**src/rtl/register_pkg.sv**
```systemverilog
// Shared encodings for the multi-mode datapath register: shift modes and
// the controller state type.
package register_pkg;

  localparam logic [1:0] MODE_LOG = 2'b00;
  localparam logic [1:0] MODE_ARI = 2'b01;
  localparam logic [1:0] MODE_ROT = 2'b10;

  typedef enum logic [1:0] {
    ST_IDLE  = 2'b00,
    ST_SHIFT = 2'b01,
    ST_DONE  = 2'b10
  } state_t;

endpackage

```
**src/rtl/shift1_unit.sv**
```systemverilog
// Combinational one-bit shifter used both by the single-step sr/sl path and
// by each step of the multi-cycle shift. Mode 11 behaves as logical.
module shift1_unit
  import register_pkg::*;
#(
  parameter int W = 8
) (
  input  logic [W-1:0] val_i,
  input  logic         dir_i,
  input  logic [1:0]   mode_i,
  input  logic         fill_i,
  output logic [W-1:0] res_o,
  output logic         bit_o
);

  always_comb begin
    res_o = val_i;
    bit_o = 1'b0;
    if (!dir_i) begin
      bit_o = val_i[0];
      case (mode_i)
        MODE_ARI: res_o = {val_i[W-1], val_i[W-1:1]};
        MODE_ROT: res_o = {val_i[0], val_i[W-1:1]};
        default:  res_o = {fill_i, val_i[W-1:1]};
      endcase
    end else begin
      bit_o = val_i[W-1];
      case (mode_i)
        MODE_ARI: res_o = {val_i[W-2:0], 1'b0};
        MODE_ROT: res_o = {val_i[W-2:0], val_i[W-1]};
        default:  res_o = {val_i[W-2:0], fill_i};
      endcase
    end
  end

endmodule

```
**src/rtl/multi_mode_register.sv**
```systemverilog
// General datapath register: clear/load/count/shift with selectable shift
// modes, saturating counting and a multi-cycle shift-by-N with busy/done.
//   state    | meaning
//   ST_IDLE  | accepts one op per edge (cl > ld > start > inc > dec > sr > sl)
//   ST_SHIFT | busy, one latched-direction shift per edge; only cl is honoured
//   ST_DONE  | done pulse for one cycle; ops accepted as in ST_IDLE
module multi_mode_register
  import register_pkg::*;
#(
  parameter int W   = 8,
  parameter int SHW = $clog2(W + 1)
) (
  input  logic           clk,
  input  logic           rst_n,
  input  logic           cl_i,
  input  logic           ld_i,
  input  logic [W-1:0]   in_i,
  input  logic           inc_i,
  input  logic           dec_i,
  input  logic           sr_i,
  input  logic           ir_i,
  input  logic           sl_i,
  input  logic           il_i,
  input  logic [1:0]     mode_i,
  input  logic           sat_i,
  input  logic           start_i,
  input  logic           dir_i,
  input  logic [SHW-1:0] shamt_i,
  output logic [W-1:0]   out_o,
  output logic           carry_o,
  output logic           zero_o,
  output logic           busy_o,
  output logic           done_o
);

  state_t         state_q, state_d;
  logic [W-1:0]   out_q, out_d;
  logic           carry_q, carry_d;
  logic [SHW-1:0] cnt_q, cnt_d;
  logic           sdir_q, sdir_d;
  logic [1:0]     smode_q, smode_d;
  logic           sfill_q, sfill_d;

  logic           sh_dir, sh_fill, sh_bit;
  logic [1:0]     sh_mode;
  logic [W-1:0]   sh_res;
  logic [SHW-1:0] shamt_c;

  assign shamt_c = (shamt_i > SHW'(W)) ? SHW'(W) : shamt_i;

  shift1_unit #(.W(W)) u_shift (
    .val_i  (out_q),
    .dir_i  (sh_dir),
    .mode_i (sh_mode),
    .fill_i (sh_fill),
    .res_o  (sh_res),
    .bit_o  (sh_bit)
  );

  // The shifter is steered by the live inputs in idle and by the latched
  // controls while a multi-shift is running.
  always_comb begin
    sh_dir  = ~sr_i;
    sh_mode = mode_i;
    sh_fill = sr_i ? ir_i : il_i;
    if (state_q == ST_SHIFT) begin
      sh_dir  = sdir_q;
      sh_mode = smode_q;
      sh_fill = sfill_q;
    end
  end

  always_comb begin
    state_d = state_q;
    out_d   = out_q;
    carry_d = carry_q;
    cnt_d   = cnt_q;
    sdir_d  = sdir_q;
    smode_d = smode_q;
    sfill_d = sfill_q;
    case (state_q)
      ST_SHIFT: begin
        if (cl_i) begin
          out_d   = '0;
          carry_d = 1'b0;
          state_d = ST_IDLE;
        end else begin
          out_d   = sh_res;
          carry_d = sh_bit;
          cnt_d   = cnt_q - SHW'(1);
          if (cnt_q == SHW'(1)) state_d = ST_DONE;
        end
      end
      default: begin
        state_d = ST_IDLE;
        if (cl_i) begin
          out_d   = '0;
          carry_d = 1'b0;
        end else if (ld_i) begin
          out_d   = in_i;
          carry_d = 1'b0;
        end else if (start_i) begin
          sdir_d  = dir_i;
          smode_d = mode_i;
          sfill_d = dir_i ? il_i : ir_i;
          cnt_d   = shamt_c;
          state_d = (shamt_c == '0) ? ST_DONE : ST_SHIFT;
        end else if (inc_i) begin
          carry_d = (out_q == '1);
          if (!(sat_i && out_q == '1)) out_d = out_q + 1'b1;
        end else if (dec_i) begin
          carry_d = (out_q == '0);
          if (!(sat_i && out_q == '0)) out_d = out_q - 1'b1;
        end else if (sr_i || sl_i) begin
          out_d   = sh_res;
          carry_d = sh_bit;
        end
      end
    endcase
  end

  always_ff @(posedge clk or negedge rst_n) begin
    if (!rst_n) begin
      state_q <= ST_IDLE;
      out_q   <= '0;
      carry_q <= 1'b0;
      cnt_q   <= '0;
      sdir_q  <= 1'b0;
      smode_q <= MODE_LOG;
      sfill_q <= 1'b0;
    end else begin
      state_q <= state_d;
      out_q   <= out_d;
      carry_q <= carry_d;
      cnt_q   <= cnt_d;
      sdir_q  <= sdir_d;
      smode_q <= smode_d;
      sfill_q <= sfill_d;
    end
  end

  assign out_o   = out_q;
  assign carry_o = carry_q;
  assign zero_o  = (out_q == '0);
  assign busy_o  = (state_q == ST_SHIFT);
  assign done_o  = (state_q == ST_DONE);

endmodule
```
**config.mk**
```make
export PLATFORM = sky130hd
export DESIGN_NAME = multi_mode_register
export DESIGN_NICKNAME = d
export VERILOG_FILES = /design/src/rtl/register_pkg.sv /design/src/rtl/shift1_unit.sv /design/src/rtl/multi_mode_register.sv
export SDC_FILE = /design/constraint.sdc
export NUM_CORES = 1
export LEC_CHECK = 0
export BUFFER_PORTS_ARGS = -buffer_cell sky130_fd_sc_hd__buf_2
export CAP_MARGIN = 15
export CORE_MARGIN = 2
export CORE_UTILIZATION = 59
export DETAILED_ROUTE_END_ITERATION = 8
export PLACE_DENSITY = 0.86
export SETUP_SLACK_MARGIN = 0.3
export SLEW_MARGIN = 20
export SYNTH_ARGS = -nofsm -noshare
export SYNTH_HDL_FRONTEND = slang
export SYNTH_SLANG_ARGS = --single-unit
export TNS_END_PERCENT = 1
```
**constraint.sdc**
```tcl
create_clock -name clk -period 4.3 [get_ports clk]
set_clock_uncertainty 0.1 [all_clocks]
set_input_delay 0.86 -clock clk [delete_from_list [all_inputs] [get_ports clk]]
set_output_delay 0.86 -clock clk [all_outputs]
set_load 0.02 [all_outputs]
```
==> impl_metrics.json, run 1 <==
{
  "drive_gt1_share_pct": 22.92,
  "power_leakage_nw": 0.9173,
  "rsz0062_at_grt": "no",
  "cts.hold.buffers_added": 0,
  "synth_top_area_cell": "dfrtp_1",
  "grt_max_degree": 20,
  "status": "finished, final reports clean",
  "insertion_delay_ps": 320,
  "switching_share_pct": 43.51,
  "numPortBuffers": 38,
  "grt_usage_pct": 30.50,
  "cp.required_ps": 4410,
  "synth_compound_area_share_pct": 28.70,
  "dpl.hpwl_um": 3766,
  "tritoncts": "built",
  "synth.area.mux_share_pct": 10.18,
  "grt_pass1_wl_um": 8197,
  "regArea_sq_um": 475.5,
  "yosysMostFrequentCell": "dfrtp_1",
  "die_y_um": 59.91,
  "ys_seq_area_share_pct": 25.78,
  "clockBufferDepth": 2,
  "die_area_sq_um": 3589,
  "gr-total-overflow": 0,
  "slew_viol_final": 0,
  "critPathMaxFanout": 18,
  "wl_per_cell_um": 17.66,
  "initial_core_util_pct": 61.42,
  "hold_viol": 0,
  "nets": 288,
  "reg2reg_setup_slack_ps": 1400,
  "synth_top_area_share_pct": 25.78,
  "timing.rr.start": "state_q[1]$_DFFE_PN0P_",
  "drcViolationCount": 0,
  "synth_top_family_by_area": "compound AO/OA/AOI/OAI gates",
  "htreeDepth": 1,
  "first_pass_iters": 5,
  "ys_ff_latch": 19,
  "drt_iter0_drc": 260,
  "routed_wl_um": 5052,
  "yosys_warnings": 0,
  "num_io_pins": 39,
  "antennaDiodeCount": 0,
  "timing.rr.end": "out_o[7]$_DFFE_PN0P_",
  "worst_pin_slew_ps": 778.4,
  "worstSetupEndpointType": "register",
  "layout_worst_path_cycle_share_pct": 67.50,
  "antenna_left": 0,
  "clk_pin_slew_ps": 120,
  "first_global_vias": 1759,
  "syn-cell-area_sq_um": 1844,
  "setup_tns_ps": 0,
  "setup_viol": 0,
  "power.density_nw_per_um2": 322.3,
  "cts.sinks": 19,
  "power_frac_clock_pct": 15.3,
  "synthTopCellsByArea": "dfrtp_1, a21oi_1, mux2i_1, ha_1, o21ai_0",
  "arrival_ps": 3020,
  "row_count": 20,
  "vias_per_cell": 6.671,
  "peakVddDrop_mv": 0.1918,
  "die_w_um": 59.91,
  "synth_commonest_cells": "dfrtp_1, a21oi_1, nand2_1, inv_1, o21ai_0",
  "cts_resized": 0,
  "num_vias": 1908,
  "cts_made_buffers": 3,
  "ys_types": 54,
  "reg2reg_depth": 9,
  "core_sq_um": 3003,
  "worst-setup-path-type": "reg2reg",
  "fmax_ghz": 0.3445,
  "comb_power_share_pct": 43.6,
  "hold_path_class": "in2async",
  "fillers": 270,
  "fin_hold_ws_ps": 365.8,
  "synth_edf_count": 0,
  "yosys.area_share.simple_pct": 21.30,
  "ctsRootBufferMaster": "clkbuf_4",
  "post_cts_buffers": 0,
  "synthXorXnorAreaFrac_pct": 2.849,
  "async_flop_share_pct": 100.0,
  "antenna_found_initial": 0,
  "syn_to_final_growth_pct": 11.40,
  "p_seq_share_pct": 41.1,
  "synth-main-ff-cell": "dfrtp_1",
  "slew_headroom_pct": 47.56,
  "syn_area_per_cell_sq_um": 8.233,
  "syn_nets": 258,
  "p_int_uw": 374.0,
  "fin_util_pct": 68.42,
  "cp-start-kind": "register",
  "drv_cap": 0,
  "period_needed_ps": 2902,
  "globalplace.congestion": 0.9510,
  "p_sw_uw": 288.1,
  "multiInputGateArea_sq_um": 1250,
  "syn_inst": 224,
  "synth_adder_area_share_pct": 4.749
}
[final cells by class]
class | instances | area share (%)
Tap cell | 33 | 2.010
Timing Repair Buffer | 39 | 9.622
Clock buffer | 3 | 1.096
Inverter | 16 | 2.923
Clock inverter | 1 | 0.3654
Multi-Input combinational cell | 175 | 60.84
Sequential cell | 19 | 23.14
[how the worst max path moves through the flow]
| stage | startpoint | endpoint | slack (ps) |
|---|---|---|---|
| finish | state_q[1]$_DFFE_PN0P_ | out_o[7]$_DFFE_PN0P_ | 1400 |
| floorplan | state_q[1]$_DFFE_PN0P_ | out_o[7]$_DFFE_PN0P_ | 1520 |
| global route | state_q[1]$_DFFE_PN0P_ | out_o[7]$_DFFE_PN0P_ | 1220 |
| detailed placement | state_q[1]$_DFFE_PN0P_ | out_o[7]$_DFFE_PN0P_ | 1460 |
| global placement | state_q[1]$_DFFE_PN0P_ | out_o[7]$_DFFE_PN0P_ | 1560 |
| CTS | state_q[1]$_DFFE_PN0P_ | out_o[7]$_DFFE_PN0P_ | 1440 |
[per-stage QoR]
stage	worst slack, ps	total power [mW]	instance area [sq um]	instances
4_1_cts	1442	0.6625	2054	286
6_report	1398	0.6622	2054	286
3_3_place_gp	1555	0.5491	2024	282
5_1_grt	1216	0.7114	2054	286
2_1_floorplan	1517	0.4745	1844	224
3_5_place_dp	1465	0.5584	2024	282
[metal layers]
metal | track usage, % | wire length [um] | vias to the layer above | share of wire [%]
met3 | 4.329 | 472 | 11 | 9.3
li1 | - | - | 905 | -
met5 | 0 | 0 | - | 0
met4 | 11.43 | 84 | 0 | 1.7
met2 | 47.20 | 2309 | 117 | 46
met1 | 42.86 | 2186 | 875 | 43
[registers in the layout, indices dropped and copies added (netlist names)]
register	cells
out_o	8
state_q	2
sfill_q	1
cnt_q	4
sdir_q	1
smode_q	2
carry_o	1
[power groups by stage]
stage	sequential [mW]	clock [mW]	combinational, mW
6_report	0.272	0.102	0.289
5_1_grt	0.278	0.115	0.319
4_1_cts	0.270	0.107	0.286
3_5_place_dp	0.273	0	0.285
3_3_place_gp	0.272	0	0.277
2_1_floorplan	0.256	0	0.219
[placed cells by master (no fill, tap or decap), drive strengths merged, types with 5 or more instances in the layout]
cell,synthesis,layout
buf,7,39
dfrtp,19,19
a21oi,19,19
nand2,16,16
inv,16,16
o21ai,14,14
nand3,11,11
mux2i,9,9
nand2b,8,8
mux2,8,8
ha,7,7
nor2,7,7
nor3,5,5
o211ai,5,5
[worst max-delay path, cell delays in order (launching register included)]
cell and delay [ps]:
dfrtp_1 430, nand2b_1 410, inv_2 380, mux2i_1 300
ha_1 300, a221oi_1 220, o211a_1 190, a2111oi_0 60
o31ai_1 310, a2bb2oi_2 90
[kinds of logic (layout without fill, tap and decap cells)]
| kind of cell | count (synthesis) | count (layout) |
|---|---|---|
| xor+xnor | 6 | 6 |
| compound gates | 76 | 76 |
| fa+ha+maj | 7 | 7 |
| mux | 17 | 17 |
| flops | 19 | 19 |
| buf+inv | 30 | 59 |
| simple gates | 69 | 69 |
Power figures use the tool's default switching activity.
==> inputs of run 2 (changes only) <==
--- a/config.mk
+++ b/config.mk
@@ -5,12 +5,13 @@
 export SDC_FILE = /design/constraint.sdc
 export NUM_CORES = 1
 export LEC_CHECK = 0
+export ABC_AREA = 1
 export BUFFER_PORTS_ARGS = -buffer_cell sky130_fd_sc_hd__buf_2
 export CAP_MARGIN = 15
 export CORE_MARGIN = 2
-export CORE_UTILIZATION = 59
+export CORE_UTILIZATION = 56
 export DETAILED_ROUTE_END_ITERATION = 8
-export PLACE_DENSITY = 0.86
+export PLACE_DENSITY = 0.82
 export SETUP_SLACK_MARGIN = 0.3
 export SLEW_MARGIN = 20
 export SYNTH_ARGS = -nofsm -noshare
==> constraint.sdc (replaced) <==
create_clock -name clk -period 3 [get_ports clk]
set_clock_uncertainty 0.1 [all_clocks]
set_input_delay 0.6 -clock clk [delete_from_list [all_inputs] [get_ports clk]]
set_output_delay 0.6 -clock clk [all_outputs]
set_load 0.02 [all_outputs]
==> run 2 against run 1 <==
Effect of this change: die area is 11% higher; first-iteration DRC count is 36% lower; routed wire length is 1.2% lower; register-to-register slack worse by 560 ps; setup slack worse by 680 ps; largest cell class unchanged; critical path type is now reg2out.
==> impl_metrics.json, run 2 <==
{
  "status": "finished, final reports clean",
  "finalPower_uw": 968.8,
  "die_area_sq_um": 3976,
  "setup_tns_ps": 0,
  "routed_wl_um": 4993,
  "grt_usage_pct": 26.62,
  "syn-cell-area_sq_um": 1953,
  "globalplace.congestion": 0.8802,
  "hold_path_class": "in2async",
  "gr-total-overflow": 0,
  "setup_viol": 0,
  "syn_area_per_cell_sq_um": 6.142,
  "cp-start-kind": "register",
  "fin_cells": 398,
  "htreeDepth": 1,
  "post_cts_buffers": 0,
  "reg2reg_depth": 14,
  "final_cell_mix": "nand2_1, inv_1, nor2_1, buf_2, nand3_1",
  "power_leakage_nw": 1.182,
  "cts_made_buffers": 3,
  "critPathMaxFanout": 8,
  "hold_viol": 0,
  "syn_inst": 318,
  "synth_commonest_cells": "nand2_1, inv_1, nor2_1, nand3_1, o21ai_0",
  "fillers": 335,
  "yosysMostFrequentCell": "nand2_1",
  "arrival_ps": 1590,
  "cts_resized": 0,
  "period_needed_ps": 2286,
  "regArea_sq_um": 475.5,
  "antennaDiodeCount": 0,
  "worstSetupEndpointType": "output pin",
  "die_w_um": 63.06,
  "insertion_delay_ps": 300,
  "ys_ff_latch": 19,
  "drcViolationCount": 0,
  "antenna_found_initial": 0,
  "syn_nets": 352,
  "largest_reg_flops": 8,
  "slew_headroom_pct": 64.91,
  "dpl.cell_count": 394,
  "clk_pin_slew_ps": 130,
  "drive_gt1_share_pct": 19.60,
  "synth_edf_count": 0,
  "synth-main-ff-cell": "dfrtp_1",
  "initial_core_util_pct": 58.53,
  "cp.required_ps": 2300,
  "nets": 387,
  "reg2reg_setup_slack_ps": 840,
  "vias_per_cell": 5.329,
  "slew_viol_final": 0,
  "grt_max_degree": 20,
  "first_global_vias": 1871,
  "fmax_ghz": 0.4375,
  "antenna_left": 0,
  "row_count": 21,
  "cts.sinks": 19,
  "rsz0062_at_grt": "no",
  "drt_iter0_drc": 166,
  "synthTopCellsByArea": "dfrtp_1, nand2_1, inv_1, nor2_1, nand3_1",
  "cts.hold.buffers_added": 0,
  "num_vias": 2121,
  "ys_seq_area_share_pct": 24.34,
  "tritoncts": "built",
  "design_area_sq_um": 2183,
  "clockBufferDepth": 2,
  "worst_pin_slew_ps": 525.7,
  "numPortBuffers": 38,
  "die_y_um": 63.06,
  "place_area_sq_um": 2156,
  "synth_top_area_cell": "dfrtp_1",
  "core_sq_um": 3337,
  "dpl.hpwl_um": 3768,
  "worst-setup-path-type": "reg2out",
  "syn_to_final_growth_pct": 11.79,
  "wl_per_cell_um": 12.55,
  "final_common_cell": "nand2_1",
  "ctsRootBufferMaster": "clkbuf_4",
  "peakVddDrop_mv": 0.2473,
  "multiInputGateArea_sq_um": 1255,
  "fin_ws_ps": 714.1,
  "num_io_pins": 39,
  "yosys_warnings": 0,
  "async_flop_share_pct": 100.0,
  "drv_cap": 0,
  "synth_top_area_share_pct": 24.34,
  "layout_worst_path_cycle_share_pct": 76.20,
  "ys_types": 33,
  "pre_cts_slack_ps": 844.7,
  "power.density_nw_per_um2": 443.7,
  "grt_pass1_wl_um": 8556,
  "first_pass_iters": 5
}
## run 2: critical path: stages, from the launching register on
cell,delay [ps]
dfrtp_1,510
inv_1,170
ha_1,160
nand2_1,60
nor2_1,180
buf_2,200
## run 2: kinds of logic after synthesis
group	synth area share [%]
AO/OA/AOI/OAI	16.08
AND/OR/NAND/NOR	42.34
flip-flops	24.34
buffers and inverters	11.40
XOR/XNOR	1.346
adder cells (fa/ha/maj)	4.484
## run 2: final cells by class
cell class	count	area share, %
multi-input cells	245	57.48
flip-flops and latches	19	21.78
repair buffers	38	8.711
inverters	46	8.138
well taps	46	2.636
clock buffers	3	1.032
clock inverters	1	0.2292
## run 2: per-stage QoR
stage          utilization [%]  hold WS, ps
6_report                 65.43        124.6
4_1_cts                  65.43        134.3
3_3_place_gp             64.60        364.6
5_1_grt                  65.43        139.9
2_1_floorplan                -        204.4
3_5_place_dp             64.60        373.1
## run 2: power breakdown
part,total [mW],switching (mW),internal (mW)
Combinational,0.453,0.293,0.161
Clock,0.141,0.0917,0.0497
Sequential,0.374,0.0708,0.303
Total,0.969,0.455,0.514
## run 2: path summary, 6_finish.rpt
kind	start	to
max reg2reg	state_q[1]$_DFFE_PN0P_	out_o[7]$_DFFE_PN0P_
min reg2reg	smode_q[0]$_DFFE_PN0P_	smode_q[0]$_DFFE_PN0P_
min in group clk	smode_q[0]$_DFFE_PN0P_	smode_q[0]$_DFFE_PN0P_
max	out_o[0]$_DFFE_PN0P_	zero_o
max in group asynchronous	rst_n	smode_q[0]$_DFFE_PN0P_
min	rst_n	out_o[0]$_DFFE_PN0P_
## run 2: layer usage
layer | global-route usage, % | share of wire, % | vias to the layer above | routed length [um]
li1 | - | - | 1090 | -
met1 | 38.15 | 46 | 947 | 2274
met2 | 42.15 | 47 | 80 | 2358
met3 | 2.143 | 6.4 | 4 | 319
met4 | 9.167 | 0.80 | 0 | 40
met5 | 0 | 0 | - | 0
